### src/rtl/ay8913_seq_pkg.sv
// ---------------------------------------------------------------------------
// ay8913_seq_pkg
// Shared types for the AY-3-8913 bus sequencer:
//   state_e  - sequencer FSM states
//   BUS_*    - {BDIR, BC1} encodings driven onto the tile's uio_in[1:0]
//   cmd_t    - one queued command {addr, data, delay} (28 bits)
// ---------------------------------------------------------------------------
package ay8913_seq_pkg;

  typedef enum logic [2:0] {
    ST_IDLE,
    ST_ADDR,
    ST_GAP_A,
    ST_DATA,
    ST_GAP_D,
    ST_WAIT
  } state_e;

  // {BDIR, BC1}. The read encoding 2'b01 is never produced.
  localparam logic [1:0] BUS_IDLE  = 2'b00;
  localparam logic [1:0] BUS_LATCH = 2'b11;
  localparam logic [1:0] BUS_WRITE = 2'b10;

  typedef struct packed {
    logic [3:0]  addr;   // AY register index
    logic [7:0]  data;   // value to write
    logic [15:0] delay;  // idle clocks after the write
  } cmd_t;

  localparam int CMD_W = $bits(cmd_t);

endpackage

### src/rtl/sync_fifo.sv
// ---------------------------------------------------------------------------
// sync_fifo
// Single-clock FIFO with show-ahead read (rdata_o is the current head).
// Ports:
//   clk, rst_n          clock, asynchronous active-low reset
//   push_i / wdata_i    write strobe and data (ignored while full)
//   pop_i               remove head (ignored while empty)
//   flush_i             empty the FIFO; wins over push and pop
//   rdata_o             head entry
//   full_o, empty_o     status from the registered count
//   count_o             number of stored entries
// ---------------------------------------------------------------------------
module sync_fifo #(
  parameter int WIDTH = 28,
  parameter int DEPTH = 8
) (
  input  logic                     clk,
  input  logic                     rst_n,
  input  logic                     push_i,
  input  logic                     pop_i,
  input  logic                     flush_i,
  input  logic [WIDTH-1:0]         wdata_i,
  output logic [WIDTH-1:0]         rdata_o,
  output logic                     full_o,
  output logic                     empty_o,
  output logic [$clog2(DEPTH):0]   count_o
);

  localparam int AW = $clog2(DEPTH);

  logic [WIDTH-1:0] mem_q [DEPTH];
  logic [AW-1:0]    wptr_q, wptr_d;
  logic [AW-1:0]    rptr_q, rptr_d;
  logic [AW:0]      count_q, count_d;
  logic             do_push, do_pop;

  assign full_o  = (count_q == (AW+1)'(DEPTH));
  assign empty_o = (count_q == '0);
  assign count_o = count_q;
  assign rdata_o = mem_q[rptr_q];

  // Full is judged on the registered count, so a push and pop in the same
  // clock while full only succeeds for the pop.
  assign do_push = push_i && !full_o && !flush_i;
  assign do_pop  = pop_i && !empty_o && !flush_i;

  always_comb begin
    wptr_d  = wptr_q;
    rptr_d  = rptr_q;
    count_d = count_q;
    if (flush_i) begin
      wptr_d  = '0;
      rptr_d  = '0;
      count_d = '0;
    end else begin
      if (do_push) wptr_d = wptr_q + AW'(1);
      if (do_pop)  rptr_d = rptr_q + AW'(1);
      case ({do_push, do_pop})
        2'b10:   count_d = count_q + (AW+1)'(1);
        2'b01:   count_d = count_q - (AW+1)'(1);
        default: count_d = count_q;
      endcase
    end
  end

  always_ff @(posedge clk or negedge rst_n) begin
    if (!rst_n) begin
      wptr_q  <= '0;
      rptr_q  <= '0;
      count_q <= '0;
    end else begin
      wptr_q  <= wptr_d;
      rptr_q  <= rptr_d;
      count_q <= count_d;
    end
  end

  // Storage carries no reset so it can map onto RAM.
  always_ff @(posedge clk) begin
    if (do_push) mem_q[wptr_q] <= wdata_i;
  end

endmodule

### src/rtl/ay8913_bus_sequencer.sv
// ---------------------------------------------------------------------------
// ay8913_bus_sequencer
// Replays queued {register, value, post-delay} commands as AY-3-8913 bus
// cycles: address latch, gap, data write, gap, then an optional idle delay.
// Ports:
//   clk, rst_n                  clock, asynchronous active-low reset
//   cmd_valid / cmd_ready       host push handshake
//   cmd_reg, cmd_data, cmd_wait command fields
//   flush                       synchronous abort of queue and current command
//   busy                        FSM active or commands pending
//   ay_bus, ay_bc1, ay_bdir     registered AY bus outputs
//   done_pulse                  one clock when a command's delay expires
// ---------------------------------------------------------------------------
module ay8913_bus_sequencer
  import ay8913_seq_pkg::*;
#(
  parameter int DEPTH     = 8,
  parameter int PHASE_CYC = 2,
  parameter int GAP_CYC   = 1
) (
  input  logic        clk,
  input  logic        rst_n,
  input  logic        cmd_valid,
  output logic        cmd_ready,
  input  logic [3:0]  cmd_reg,
  input  logic [7:0]  cmd_data,
  input  logic [15:0] cmd_wait,
  input  logic        flush,
  output logic        busy,
  output logic [7:0]  ay_bus,
  output logic        ay_bc1,
  output logic        ay_bdir,
  output logic        done_pulse
);

  localparam logic [3:0] PH_LAST  = 4'(PHASE_CYC - 1);
  localparam logic [3:0] GAP_LAST = 4'(GAP_CYC - 1);

  state_e        state_q, state_d;
  cmd_t          cur_q, cur_d;
  logic [3:0]    cnt_q, cnt_d;
  logic [15:0]   wait_q, wait_d;
  logic [1:0]    ctl_q, ctl_d;
  logic [7:0]    bus_q, bus_d;
  logic          done_q, done_d;

  cmd_t                   fifo_wdata, fifo_head;
  logic                   fifo_pop, fifo_full, fifo_empty;
  logic [$clog2(DEPTH):0] fifo_count;

  assign fifo_wdata = '{addr: cmd_reg, data: cmd_data, delay: cmd_wait};

  sync_fifo #(
    .WIDTH (CMD_W),
    .DEPTH (DEPTH)
  ) u_fifo (
    .clk     (clk),
    .rst_n   (rst_n),
    .push_i  (cmd_valid),
    .pop_i   (fifo_pop),
    .flush_i (flush),
    .wdata_i (fifo_wdata),
    .rdata_o (fifo_head),
    .full_o  (fifo_full),
    .empty_o (fifo_empty),
    .count_o (fifo_count)
  );

  assign cmd_ready  = !fifo_full;
  assign busy       = (state_q != ST_IDLE) || (fifo_count != '0);
  assign ay_bdir    = ctl_q[1];
  assign ay_bc1     = ctl_q[0];
  assign ay_bus     = bus_q;
  assign done_pulse = done_q;

  // Next state and next output values are computed together so the bus
  // outputs change on the same edge as the state that owns them.
  always_comb begin
    state_d  = state_q;
    cur_d    = cur_q;
    cnt_d    = cnt_q;
    wait_d   = wait_q;
    ctl_d    = BUS_IDLE;
    bus_d    = bus_q;
    done_d   = 1'b0;
    fifo_pop = 1'b0;

    case (state_q)
      ST_IDLE: begin
        if (!fifo_empty) begin
          fifo_pop = 1'b1;
          cur_d    = fifo_head;
          state_d  = ST_ADDR;
          cnt_d    = PH_LAST;
          ctl_d    = BUS_LATCH;
          bus_d    = {4'b0, fifo_head.addr};
        end
      end
      ST_ADDR: begin
        if (cnt_q == '0) begin
          state_d = ST_GAP_A;
          cnt_d   = GAP_LAST;
        end else begin
          ctl_d = BUS_LATCH;
          cnt_d = cnt_q - 4'd1;
        end
      end
      ST_GAP_A: begin
        if (cnt_q == '0) begin
          state_d = ST_DATA;
          cnt_d   = PH_LAST;
          ctl_d   = BUS_WRITE;
          bus_d   = cur_q.data;
        end else begin
          cnt_d = cnt_q - 4'd1;
        end
      end
      ST_DATA: begin
        if (cnt_q == '0) begin
          state_d = ST_GAP_D;
          cnt_d   = GAP_LAST;
        end else begin
          ctl_d = BUS_WRITE;
          cnt_d = cnt_q - 4'd1;
        end
      end
      ST_GAP_D: begin
        if (cnt_q == '0) begin
          if (cur_q.delay != '0) begin
            state_d = ST_WAIT;
            wait_d  = cur_q.delay;
          end else begin
            state_d = ST_IDLE;
            done_d  = 1'b1;
          end
        end else begin
          cnt_d = cnt_q - 4'd1;
        end
      end
      ST_WAIT: begin
        // Counts delay..1, so WAIT occupies exactly 'delay' clocks.
        if (wait_q == 16'd1) begin
          state_d = ST_IDLE;
          done_d  = 1'b1;
        end else begin
          wait_d = wait_q - 16'd1;
        end
      end
      default: state_d = ST_IDLE;
    endcase

    // Abort overrides everything, including a done pulse due this clock.
    if (flush) begin
      state_d  = ST_IDLE;
      ctl_d    = BUS_IDLE;
      bus_d    = '0;
      done_d   = 1'b0;
      fifo_pop = 1'b0;
    end
  end

  always_ff @(posedge clk or negedge rst_n) begin
    if (!rst_n) begin
      state_q <= ST_IDLE;
      cur_q   <= '0;
      cnt_q   <= '0;
      wait_q  <= '0;
      ctl_q   <= BUS_IDLE;
      bus_q   <= '0;
      done_q  <= 1'b0;
    end else begin
      state_q <= state_d;
      cur_q   <= cur_d;
      cnt_q   <= cnt_d;
      wait_q  <= wait_d;
      ctl_q   <= ctl_d;
      bus_q   <= bus_d;
      done_q  <= done_d;
    end
  end

endmodule

### config.mk
export PLATFORM = sky130hd
export DESIGN_NAME = ay8913_bus_sequencer
export DESIGN_NICKNAME = d
export VERILOG_FILES = /design/src/rtl/ay8913_seq_pkg.sv /design/src/rtl/sync_fifo.sv /design/src/rtl/ay8913_bus_sequencer.sv
export SDC_FILE = /design/constraint.sdc
export NUM_CORES = 1
export LEC_CHECK = 0
export BUFFER_PORTS_ARGS = -buffer_cell sky130_fd_sc_hd__buf_4
export CAP_MARGIN = 20
export CORE_ASPECT_RATIO = 2
export CORE_MARGIN = 2
export CORE_UTILIZATION = 50
export CTS_BUF_LIST = sky130_fd_sc_hd__clkbuf_16
export DETAILED_ROUTE_END_ITERATION = 8
export GPL_ROUTABILITY_DRIVEN = 0
export MAX_ROUTING_LAYER = met4
export PLACE_DENSITY = 0.76
export SYNTH_ARGS = -nofsm -noshare
export SYNTH_HDL_FRONTEND = slang
export SYNTH_SLANG_ARGS = --single-unit
### constraint.sdc
create_clock -name clk -period 4.9 [get_ports clk]
set_input_delay 0.98 -clock clk [delete_from_list [all_inputs] [get_ports clk]]
set_output_delay 0.98 -clock clk [all_outputs]
set_load 0.05 [all_outputs]
==> results.sh <==
export IMPL_syn_nets=744
export IMPL_hold_viol=0
export IMPL_nFillCells=1780
export IMPL_fin_crit_ns=3.43
export IMPL_drtIter0Drc=486
export IMPL_post_place_ws_ns=1.46
export IMPL_antenna_left=0
export IMPL_grt_overflow_total=0
export IMPL_dieWidth_um=113
export IMPL_first_pass_iters=5
export IMPL_setup_viol=0
export IMPL_cellPowerDensity_nw_per_um2=518
export IMPL_cts_sinks=292
export IMPL_synth_cells=704
export IMPL_cts_resized=0
export IMPL_ys_top_cells_by_area="edfxtp_1 (56%), dfrtp_1 (14%), mux4_2 (11%)"
export IMPL_grt_first_pass_wirelength_mm=37.9
export IMPL_ys_warn_count=0
export IMPL_fin_ws_ns=1.47
export IMPL_ios=45
export IMPL_nNetsFinal=786
export IMPL_clk_transition_reported_paths_ns=0.07
export IMPL_fp_dieArea_um2=25300
export IMPL_start_util_pct=50.5
export IMPL_outcome="complete, no violations"
export IMPL_hold_class="reg -> reg"
export IMPL_worst_endpoint_required_ns=5.30
export IMPL_p_leak_nw=4.60
export IMPL_avgSynthCellArea_um2=17.0
export IMPL_synth_seq_cells=292
export IMPL_synth_edff_count=224
export IMPL_crit_chain="nor2_1 -> nand3_1 -> a21oi_1 -> ha_1 -> a21o_1 -> a2111oi_0 -> o2bb2ai_1 -> xnor2_1 -> nor2_1"
export IMPL_layout_cells_non_filler=1052
export IMPL_crit_path_end_kind="flip-flop"
export IMPL_grt_total_usage_pct=20.1
export IMPL_synthFlopType="edfxtp_1"
export IMPL_cts_setup_buffers=0
export IMPL_critical_path_arrival_ns=3.83
export IMPL_cts_hold_buf=0
export IMPL_fp_dieH_um=223
export IMPL_grt_start_max_net_pins=69
export IMPL_synthAdderAreaFrac_pct=0.981
export IMPL_muxShareOfSynthArea_pct=13.3
export IMPL_async_reset_ff_share_pct=23.3
export IMPL_yosysMostFrequentCell="edfxtp_1"
export IMPL_drive_gt1_share_pct=23.4
export IMPL_numCtsBuffers=24
export IMPL_antenna_found_initial=1
export IMPL_crit_type="reg -> reg"
export IMPL_fin_crit_sh_pct=70.0
export IMPL_path_max_fanout=18
export IMPL_port_buffers=44
export IMPL_dpl_cell_area_um2=12600
export IMPL_std_cell_rows=80
export IMPL_clkLatencyLatePin_ns=0.53
export IMPL_htreeDepth=1
export IMPL_finClkSkew_ns=0.00861
export IMPL_synth_compound_area_share_pct=6.18
export IMPL_cts_tree="yes"
export IMPL_finalMaxSlewViolations=0
export IMPL_syn2layout_area_growth_pct=11.9
export IMPL_synthTopCellsByCount="edfxtp_1 (224), dfrtp_1 (68), mux4_2 (56)"
export IMPL_viasPerCell=6.18
export IMPL_synth_simple_area_share_pct=6.67
export IMPL_drc=0
export IMPL_core_area_um2=23700
export IMPL_synth_xor_area_share_pct=0.814
export IMPL_cts_root_buf="clkbuf_16"
export IMPL_ys_seq_area_share_pct=70.3
export IMPL_tns_ns=0
export IMPL_worst_path_most_repeated_cell="nor2_1"
export IMPL_netlist_area_um2=12000
export IMPL_dp_cells=1007
export IMPL_synth_top_family_by_area="multiplexers"
export IMPL_grt_pass1_vias=6801
export IMPL_drv_cap=0
export IMPL_start_kind="flip-flop"
export IMPL_hpwl_mm=14.8
export IMPL_max_slew_margin_rel_pct=36.6
export IMPL_wl_mm=24.1
export IMPL_cp_slowest_cell="nor2_1"
export IMPL_fmax_ghz=0.291
export IMPL_ir_drop_v=0.000223
export IMPL_vias=6506
export IMPL_wire_per_inst_um=22.9
export IMPL_max_stage_delay_ns=0.67
export IMPL_synth_top_cell_area_share_pct=56.1
export IMPL_tightest_slew_ns=0.948
export IMPL_synth_area_leader_cell="edfxtp_1"
export IMPL_power_mw=6.95
export IMPL_synth_cell_types=66
export IMPL_rsz0062_at_grt="false"
export IMPL_cts_max_path_buffers=3
export IMPL_fin_area_um2=13400
where the power goes:
group	leakage [nW]	switching (mW)	internal, mW
registers	2.90	0.295	2.94
logic	1.29	1.02	0.755
clock network	0.408	0.857	1.08
total	4.60	2.17	4.77
cell type report:
cell class              instances  area [µm²]  area share [%]
well taps                     287         359            2.68
clock inverters                18         153            1.14
inverters                      10        37.5           0.280
repair buffers                 55         413            3.08
multi-input cells             363        3370            25.1
flip-flops and latches        292        8430            62.8
clock buffers                  26         651            4.85
diodes                          1        2.50          0.0186
through the flow:
stage               util, %  hold WS (ns)
floorplan                 -         0.451
global placement       53.2         0.467
detailed placement     53.2         0.481
CTS                    56.6         0.496
global route           56.6         0.521
finish                 56.6         0.491
metal layers:
layer  GRT usage, %  up-vias  wire length, µm
li1               -     2876                -
met1           23.6     3364             8900
met2           34.5      206            13300
met3           2.64       60             1040
met4           8.73        0              837
met5              -        -                0
placed cells by master, fill, tap and decap left out, types with 5 or more instances in the layout:
| cell | count |
|---|---|
| edfxtp_1 | 224 |
| dfrtp_1 | 66 |
| mux4_2 | 56 |
| buf_4 | 55 |
| o21ai_0 | 38 |
| nand2_1 | 33 |
| mux2i_1 | 33 |
| nor2_1 | 31 |
| clkbuf_16 | 26 |
| a21oi_1 | 21 |
| nor3_1 | 14 |
| nand3_1 | 12 |
| inv_1 | 12 |
| a31oi_1 | 8 |
| o211ai_1 | 8 |
| ha_1 | 7 |
| nor2_2 | 6 |
| nor4_1 | 6 |
| xor2_1 | 5 |
| a22oi_1 | 5 |
| inv_6 | 5 |
critical path, delay by kind of cell (launching register included):
family / cells / cell delay, ns
xor gates and xnor gates: 1 / 0.13
AOI/OAI and AO/OA: 4 / 1.21
and+or+nand+nor: 3 / 1.08
adders and majority gates: 1 / 0.30
DFF: 1 / 0.59
sequential cells by signal, indices dropped and copies added, names as in the netlist:
name / flops
ctl_q: 2
cnt_q: 4
u_fifo.mem_q: 224
u_fifo.count_o: 4
cur_q: 24
done_pulse: 1
u_fifo.wptr_q: 3
state_q: 3
ay_bus: 8
u_fifo.rptr_q: 3
wait_q: 16
kinds of logic after synthesis:
logic type | Yosys count
xor gates and xnor gates | 9
and+or+nand+nor | 142
DFF | 292
buffers and inverters | 49
AOI/OAI and AO/OA | 114
muxes | 89
adders and majority gates | 9
final timing paths:
check	from	endpoint	slack, ns	cells after the start
setup reg to reg	state_q[0]$_DFFE_PN0P_	u_fifo.count_o[3]$_DFFE_PN0P_	1.47	9
setup / recovery	state_q[0]$_DFFE_PN0P_	u_fifo.count_o[3]$_DFFE_PN0P_	1.47	9
max in group asynchronous	rst_n	u_fifo.rptr_q[0]$_DFFE_PN0P_	3.68	1
min in group asynchronous	rst_n	u_fifo.count_o[2]$_DFFE_PN0P_	0.56	1
hold / removal	cur_q[17]$_DFFE_PN0N_	cur_q[17]$_DFFE_PN0N_	0.49	2
hold reg to reg	cur_q[17]$_DFFE_PN0N_	cur_q[17]$_DFFE_PN0N_	0.49	2
(Power assumes the default switching activity.)
